==> src/rtl/uparc_muldiv_ctrl_pkg.sv <==
// ---------------------------------------------------------------------------
// uparc_muldiv_ctrl_pkg : shared widths, op encodings and FSM states for the
// multiply/divide sequencer.  Rev 1.0
// ---------------------------------------------------------------------------
`default_nettype none

`ifndef UPARC_REG_WIDTH
`define UPARC_REG_WIDTH 32
`endif

package uparc_muldiv_ctrl_pkg;

  localparam int REG_WIDTH = `UPARC_REG_WIDTH;

  localparam logic [2:0] UPARC_MD_MULT  = 3'd0;
  localparam logic [2:0] UPARC_MD_MULTU = 3'd1;
  localparam logic [2:0] UPARC_MD_DIV   = 3'd2;
  localparam logic [2:0] UPARC_MD_DIVU  = 3'd3;
  localparam logic [2:0] UPARC_MD_MTHI  = 3'd4;
  localparam logic [2:0] UPARC_MD_MTLO  = 3'd5;

  typedef enum logic [1:0] {
    ST_IDLE  = 2'd0,
    ST_START = 2'd1,
    ST_WAIT  = 2'd2
  } md_state_t;

  function automatic logic md_is_div(input logic [2:0] code);
    return (code == UPARC_MD_DIV) || (code == UPARC_MD_DIVU);
  endfunction

  function automatic logic md_is_signed(input logic [2:0] code);
    return (code == UPARC_MD_MULT) || (code == UPARC_MD_DIV);
  endfunction

endpackage

`default_nettype wire

==> src/rtl/uparc_muldiv_ctrl.sv <==
// ---------------------------------------------------------------------------
// uparc_muldiv_ctrl : HI/LO owner and start/wait sequencer for the mul/div
// datapaths.  Optional: UPARC_MULDIV_DIVZERO_SKIP_EN.  Rev 1.0
// ---------------------------------------------------------------------------
`default_nettype none

module uparc_muldiv_ctrl
  import uparc_muldiv_ctrl_pkg::*;
(
  input  logic                 clk,
  input  logic                 nrst,
  input  logic                 op_valid,
  input  logic [2:0]           op_code,
  input  logic [REG_WIDTH-1:0] op_rs,
  input  logic [REG_WIDTH-1:0] op_rt,
  output logic                 op_ready,
  input  logic                 rd_req,
  input  logic                 rd_sel,
  output logic [REG_WIDTH-1:0] rd_data,
  output logic                 rd_stall,
  output logic                 busy,
  output logic                 mul_start,
  output logic                 mul_signd,
  output logic [REG_WIDTH-1:0] mul_a,
  output logic [REG_WIDTH-1:0] mul_b,
  input  logic                 mul_ready,
  input  logic [2*REG_WIDTH-1:0] mul_product,
  output logic                 div_start,
  output logic                 div_signd,
  output logic [REG_WIDTH-1:0] div_dividend,
  output logic [REG_WIDTH-1:0] div_divisor,
  input  logic                 div_ready,
  input  logic [REG_WIDTH-1:0] div_quotient,
  input  logic [REG_WIDTH-1:0] div_remainder,
  output logic [REG_WIDTH-1:0] hi,
  output logic [REG_WIDTH-1:0] lo
);

  md_state_t            state;
  logic [REG_WIDTH-1:0] opa;
  logic [REG_WIDTH-1:0] opb;
  logic                 unit_div;
  logic                 signd;
  logic                 div_zero_skip;
  logic                 sel_mul;
  logic                 sel_div;

`ifdef UPARC_MULDIV_DIVZERO_SKIP_EN
  assign div_zero_skip = md_is_div(op_code) && (op_rt == '0);
`else
  assign div_zero_skip = 1'b0;
`endif

  // nrst gating keeps op_ready low while reset is held even with op_valid up
  assign op_ready = nrst && (state == ST_IDLE) && op_valid && (op_code <= UPARC_MD_MTLO);
  assign busy     = (state != ST_IDLE);
  assign rd_data  = rd_sel ? hi : lo;
  assign rd_stall = rd_req && busy;

  assign sel_mul = busy && !unit_div;
  assign sel_div = busy && unit_div;

  assign mul_start    = sel_mul && (state == ST_START);
  assign mul_signd    = sel_mul && signd;
  assign mul_a        = sel_mul ? opa : '0;
  assign mul_b        = sel_mul ? opb : '0;
  assign div_start    = sel_div && (state == ST_START);
  assign div_signd    = sel_div && signd;
  assign div_dividend = sel_div ? opa : '0;
  assign div_divisor  = sel_div ? opb : '0;

  always_ff @(posedge clk or negedge nrst) begin
    if (!nrst) begin
      state    <= ST_IDLE;
      hi       <= '0;
      lo       <= '0;
      opa      <= '0;
      opb      <= '0;
      unit_div <= 1'b0;
      signd    <= 1'b0;
    end else begin
      case (state)
        ST_IDLE: begin
          if (op_ready) begin
            if (op_code == UPARC_MD_MTHI) begin
              hi <= op_rs;
            end else if (op_code == UPARC_MD_MTLO) begin
              lo <= op_rs;
            end else if (div_zero_skip) begin
              hi <= op_rs;
              lo <= '1;
            end else begin
              opa      <= op_rs;
              opb      <= op_rt;
              unit_div <= md_is_div(op_code);
              signd    <= md_is_signed(op_code);
              state    <= ST_START;
            end
          end
        end
        ST_START: begin
          state <= ST_WAIT;
        end
        ST_WAIT: begin
          if (!unit_div && mul_ready) begin
            {hi, lo} <= mul_product;
            state    <= ST_IDLE;
          end else if (unit_div && div_ready) begin
            hi    <= div_remainder;
            lo    <= div_quotient;
            state <= ST_IDLE;
          end
        end
        default: begin
          state <= ST_IDLE;
        end
      endcase
    end
  end

endmodule

`default_nettype wire

==> config.mk <==
export PLATFORM = sky130hd
export DESIGN_NAME = uparc_muldiv_ctrl
export DESIGN_NICKNAME = d
export VERILOG_FILES = /design/src/rtl/uparc_muldiv_ctrl_pkg.sv /design/src/rtl/uparc_muldiv_ctrl.sv
export SDC_FILE = /design/constraint.sdc
export NUM_CORES = 1
export LEC_CHECK = 0
export ABC_CLOCK_PERIOD_IN_PS = 4900
export CAP_MARGIN = 40
export CORE_AREA = 3 3 166 168
export CTS_BUF_LIST = sky130_fd_sc_hd__clkbuf_16
export DETAILED_ROUTE_END_ITERATION = 10
export DIE_AREA = 0 0 169 171
export PLACE_DENSITY = 0.61
export SYNTH_ARGS = -nofsm -noshare
export SYNTH_HDL_FRONTEND = slang
export SYNTH_SLANG_ARGS = --single-unit
==> constraint.sdc <==
create_clock -name clk -period 4.9 [get_ports clk]
set_input_delay 0.49 -clock clk [delete_from_list [all_inputs] [get_ports clk]]
set_output_delay 0.49 -clock clk [all_outputs]
set_load 0.05 [all_outputs]
Word level (Yosys, flattened, before mapping)
Cells that the tools add are included.
{ "totals": {"out_inout_bits": 231, "word_cells": 67, "reg_bits": 132} }
{ "classes": {"eq_ne": 12, "n_reduce_logical": 23, "n_mux": 22, "order_cmp": 1, "n_bitwise": 2} }
{ "op_table": {"columns": ["cell", "n"], "rows": [
  ["$mux W32", 14],
  ["$pmux W32 S2", 2],
  ["$logic_and A1 B1 Y1", 12],
  ["$reduce_and A4 Y1", 3],
  ["$mux W2", 5],
  ["$eq A3 B2 Y1 const B", 2],
  ["$eq A3 B3 Y1 const B", 2],
  ["$ne A2 B2 Y1 const B", 3],
  ["$pmux W2 S3", 1],
  ["$reduce_and A5 Y1", 1],
  ["$ne A2 B1 Y1 const B", 2],
  ["$reduce_bool A2 Y1", 2],
  ["$le A3 B3 Y1 const B", 1],
  ["$logic_not A3 Y1", 1],
  ["$ne A3 B3 Y1 const B", 1],
  ["$eq A2 B1 Y1 const B", 1],
  ["$eq A2 B2 Y1 const B", 1],
  ["$logic_not A2 Y1", 1],
  ["$logic_or A1 B1 Y1", 2],
  ["$not A1 Y1", 2],
  ["$logic_not A1 Y1", 1]
]} }

Logic depth before layout (Yosys ltp)
{ "depth": {"depth_word": 6, "mapped_depth": 6, "ltp_nobuf": 4} }

Least setup slack after synthesis
OpenSTA, ideal clock, no wires.
{ "synth_path": {"path_type": "flip-flop to output port", "from": "register unit_div", "to": "output div_signd", "arrival_time_ns": 1.608, "t_required_ns": 4.410, "path_slack_ns": 2.802, "stages_incl_launch_ff": 3, "cell_sequence": "dfrtp_1 -> inv_1 -> nor3_1"} }
{ "synth_between": {"elab_chain_len": 2} }
{ "synth_rtl": {"columns": ["item", "line_no", "text"], "rows": [
  ["start: declaration", "uparc_muldiv_ctrl.sv:42", "logic unit_div;"],
  ["start signal: assignment", "uparc_muldiv_ctrl.sv:95", "unit_div <= md_is_div(op_code);"],
  ["$logic_and A1 B1 Y1", "uparc_muldiv_ctrl.sv:61", "assign sel_div = busy && unit_div;"],
  ["$logic_and A1 B1 Y1", "uparc_muldiv_ctrl.sv:68", "assign div_signd = sel_div && signd;"],
  ["end: declaration", "uparc_muldiv_ctrl.sv:29", "output logic div_signd,"]
]} }
No other way between the ends.

Worst setup path in the final report
{ "layout_path": {"from": "register unit_div", "to": "output div_divisor[16]"} }
{ "layout_between": {"elab_chain_len": 2} }
{ "layout_rtl": {"columns": ["item", "line_no", "text"], "rows": [
  ["$logic_and A1 B1 Y1", "uparc_muldiv_ctrl.sv:61", null],
  ["$mux W32", "uparc_muldiv_ctrl.sv:70", "assign div_divisor = sel_div ? opb : '0;"],
  ["end: declaration", "uparc_muldiv_ctrl.sv:31", "output logic [REG_WIDTH-1:0] div_divisor,"]
]} }
No other way between the ends.

==> metrics.md <==
| Metric | Value |
|---|---|
| Post-Synthesis Cells | `730` |
| Worst hold path class | `input port to async pin` |
| Least-Margin Pin Slew | `0.812 ns` |
| Status | `finished, final reports clean` |
| R2R Path End | `hi[23]$_DFFE_PN0P_` |
| Boundary Pins | `roughly 430` |
| Core Area | `roughly 26000 µm²` |
| Htree depth | `4` |
| Vias post-DR | `6976` |
| Post-synthesis instance area | `7640 µm²` |
| Number of maximum-capacitance violations | `0` |
| Filler Cells Inserted | `2440` |
| Setup_tns | `0 ns` |
| Mapped Nets | `932` |
| Share of Yosys cell area claimed by the top area cell type | `0.432` |
| Effective utilization at floorplan | `0.293` |
| Non-filler cells in the finished layout | `~1500` |
| Most numerous cell in the Yosys netlist | `sky130_fd_sc_hd__dfrtp_1` |
| Power density cells | `just under 600 nW/µm²` |
| Headroom to the max-slew limit | `0.457` |
| Dominant cells by area after synthesis | `sky130_fd_sc_hd__dfrtp_1 (43%), sky130_fd_sc_hd__mux2_2 (14%), sky130_fd_sc_hd__mux2_4 (12%), sky130_fd_sc_hd__and2_1 (11%), sky130_fd_sc_hd__nand2_1 (6.4%)` |
| FF-to-FF path depth | `5` |
| Detail-routed net length per standard cell | `19.8 µm` |
| CP Max Fanout | `39` |
| Largest net degree at the start of global routing | `52` |
| Async set-reset flop share out of synthesis | `1.00` |
| Clock Sink Count | `132` |
| Warnings, synthesis | `0` |
| Floorplan die area | `between 20000 and 30000 µm²` |
| Number of standard-cell rows in the floorplan | `59` |
| Commonest cells in the netlist | `sky130_fd_sc_hd__dfrtp_1 (132), sky130_fd_sc_hd__nand2_1 (130), sky130_fd_sc_hd__and2_1 (129)` |
| Cell leakage power | `between 5 and 6 nW` |
| DRC Markers | `0` |
| Area used by multi-input combinational logic | `4060 µm²` |
| Total setup buffers inserted after CTS | `0` |
| Final slew viol count | `0` |
| Total of endpoints with negative setup slack in the final report | `0` |
| Routed wire length | `29.6 mm` |
| Wire length of the first global-routing pass | `44.2 mm` |
| Clock slew at the register clock pins of the worst setup and hold paths | `0.07 ns` |
| Worst EP required | `around 4.4 ns` |
| Vias per cell | `4.67` |
| Chip Height | `171 µm` |
| Sum of net half-perimeters after detailed placement | `22.8 mm` |
| RR Startpoint | `state[0]$_DFFE_PN0P_` |
| Fraction of final layout cells with drive strength greater than 1 | `0.187` |
| Number of global-route vias before repair | `7372` |
| Clock tree from TritonCTS | `yes` |
| Yosys top cell by area | `sky130_fd_sc_hd__dfrtp_1` |
| First-pass iteration count of the detailed router | `4` |
| Num CTS Buffers | `17` |
| Kind of launch point of the worst setup path | `flip-flop` |
| GRT overflow | `0` |
| Final worst-path cycle share | `0.729` |
| Primary flip-flop cell chosen by synthesis mapping | `sky130_fd_sc_hd__dfrtp_1` |
| Root buf cell | `sky130_fd_sc_hd__clkbuf_16` |
| Sequential Area | `3300 µm²` |
| Antenna violation net count after detailed routing | `0` |
| Antenna violations before repair | `1` |
| Placed Instances | `1461` |
| Final Hold Vio Count | `0` |
| RSZ-0062 raised after global routing | `no` |
| Maximum VDD drop | `0.000439 V` |
| Maximum count of clock buffers along a single path | `2` |
| Layout Area Growth over Synthesis | `70.1%` |
| Mean cell area of the mapped netlist | `10.5 µm²` |
| Achievable clock frequency | `0.280 GHz` |
| Number of hold-repair buffers added at the cts stage | `1` |
| CP endpoint | `div_divisor[16]` |
| Horizontal extent of the die | `169 µm` |
| Data arrival at the endpoint of the critical path | `3.08 ns` |
| # nets final | `1348` |
| Routability congestion estimate | `0.846` |
| Final critical path time including I/O delays and setup | `3.57 ns` |
| Quantity of gates resized following cts | `0` |
| Worst setup startpoint | `unit_div$_DFFE_PN0P_` |
| Type of the worst setup path | `flip-flop to output port` |
| Sequential cell area fraction in the yosys report | `0.432` |
| Worst Skew | `0.0105 ns` |
| Flops & latches, synth | `roughly 130` |
| Number of input and output port buffers inserted | `roughly 430` |
| Element type at the critical path end | `output port` |
| Internal reg-to-reg setup slack | `2.30 ns` |
| Number of different library cells in the post-synthesis netlist | `23` |
| Global-route usage over all layers | `0.198` |
| Clock latency at the later pin of the worst-skew pair | `0.41 ns` |
| Power after layout | `0.00751 W` |
| Number of enable-type register cells in the synthesized netlist | `0` |
| Iteration-0 DRC Markers | `300` |
registers in the layout, summed over array words and instances, names as in the netlist:
name	flops
hi	32
lo	32
opa	32
opb	32
signd	1
state	2
unit_div	1
layout by cell type (no fill, tap or decap), types with 2 or more instances in the layout:
cell	n
sky130_fd_sc_hd__mux2_1	4
sky130_fd_sc_hd__inv_1	6
sky130_fd_sc_hd__and2_1	129
sky130_fd_sc_hd__nand2b_1	2
sky130_fd_sc_hd__nor3_1	2
sky130_fd_sc_hd__nor2_4	6
sky130_fd_sc_hd__a31oi_1	66
sky130_fd_sc_hd__bufinv_16	4
sky130_fd_sc_hd__clkbuf_16	17
sky130_fd_sc_hd__clkinvlp_4	3
sky130_fd_sc_hd__dfrtp_1	132
sky130_fd_sc_hd__mux2_2	96
sky130_fd_sc_hd__nand2_1	130
sky130_fd_sc_hd__clkinv_4	3
sky130_fd_sc_hd__clkdlybuf4s50_1	430
sky130_fd_sc_hd__nor2_1	34
sky130_fd_sc_hd__buf_12	6
sky130_fd_sc_hd__mux2i_1	2
sky130_fd_sc_hd__buf_4	10
sky130_fd_sc_hd__mux2_4	61
sky130_fd_sc_hd__buf_16	2
worst min-delay path by stage:
stage / from / to
floorplan: nrst / hi[0]$_DFFE_PN0P_
CTS: nrst / opa[31]$_DFFE_PN0P_
finish: nrst / opa[31]$_DFFE_PN0P_
global placement: nrst / opa[31]$_DFFE_PN0P_
global route: nrst / opa[16]$_DFFE_PN0P_
detailed placement: nrst / opa[31]$_DFFE_PN0P_
critical path, stage by stage, from the launching register on:
cell	delay [ns]
sky130_fd_sc_hd__dfrtp_1	0.50
sky130_fd_sc_hd__inv_1	0.16
sky130_fd_sc_hd__nor2_4	0.57
sky130_fd_sc_hd__buf_4	0.43
sky130_fd_sc_hd__and2_1	0.19
sky130_fd_sc_hd__clkdlybuf4s50_1	0.80
area by class of cell:
class	instances	area share
Clock inverter	13	0.0143
Clock buffer	17	0.0327
Sequential cell	132	0.254
Tap cell	335	0.0322
Inverter	5	0.00144
Multi-Input combinational cell	539	0.313
Antenna cell	1	0.000193
Timing Repair Buffer	451	0.352
metal layers:
metal	GRT usage	wire length, µm
met1	0.239	12000
met2	0.340	14500
met3	0.0559	2230
met4	0.0720	807
met5	0	0
report_power, final:
part / leakage (nW) / internal (W) / switching [W]
Clock: 0.293 / 0.000847 / 0.000500
Sequential: 1.57 / 0.00151 / 0.000382
Combinational: 3.44 / 0.00167 / 0.00259
through the flow:
stage	area, µm²	worst slack (ns)	utilization	hold WS (ns)
2_1_floorplan	7640	2.80	-	0.194
3_3_place_gp	12200	1.69	0.469	0.356
3_5_place_dp	12400	1.70	0.475	0.358
4_1_cts	13000	1.24	0.499	0.474
5_1_grt	13000	1.11	0.499	0.474
6_report	13000	1.33	0.499	0.481
cell families after synthesis:
family          Yosys count  synth area share
mux                     163             0.270
simple gates            307             0.198
compound gates           69            0.0589
flops                   132             0.432
buf+inv                  59            0.0408
No activity file was read; power rests on OpenSTA's default activity.
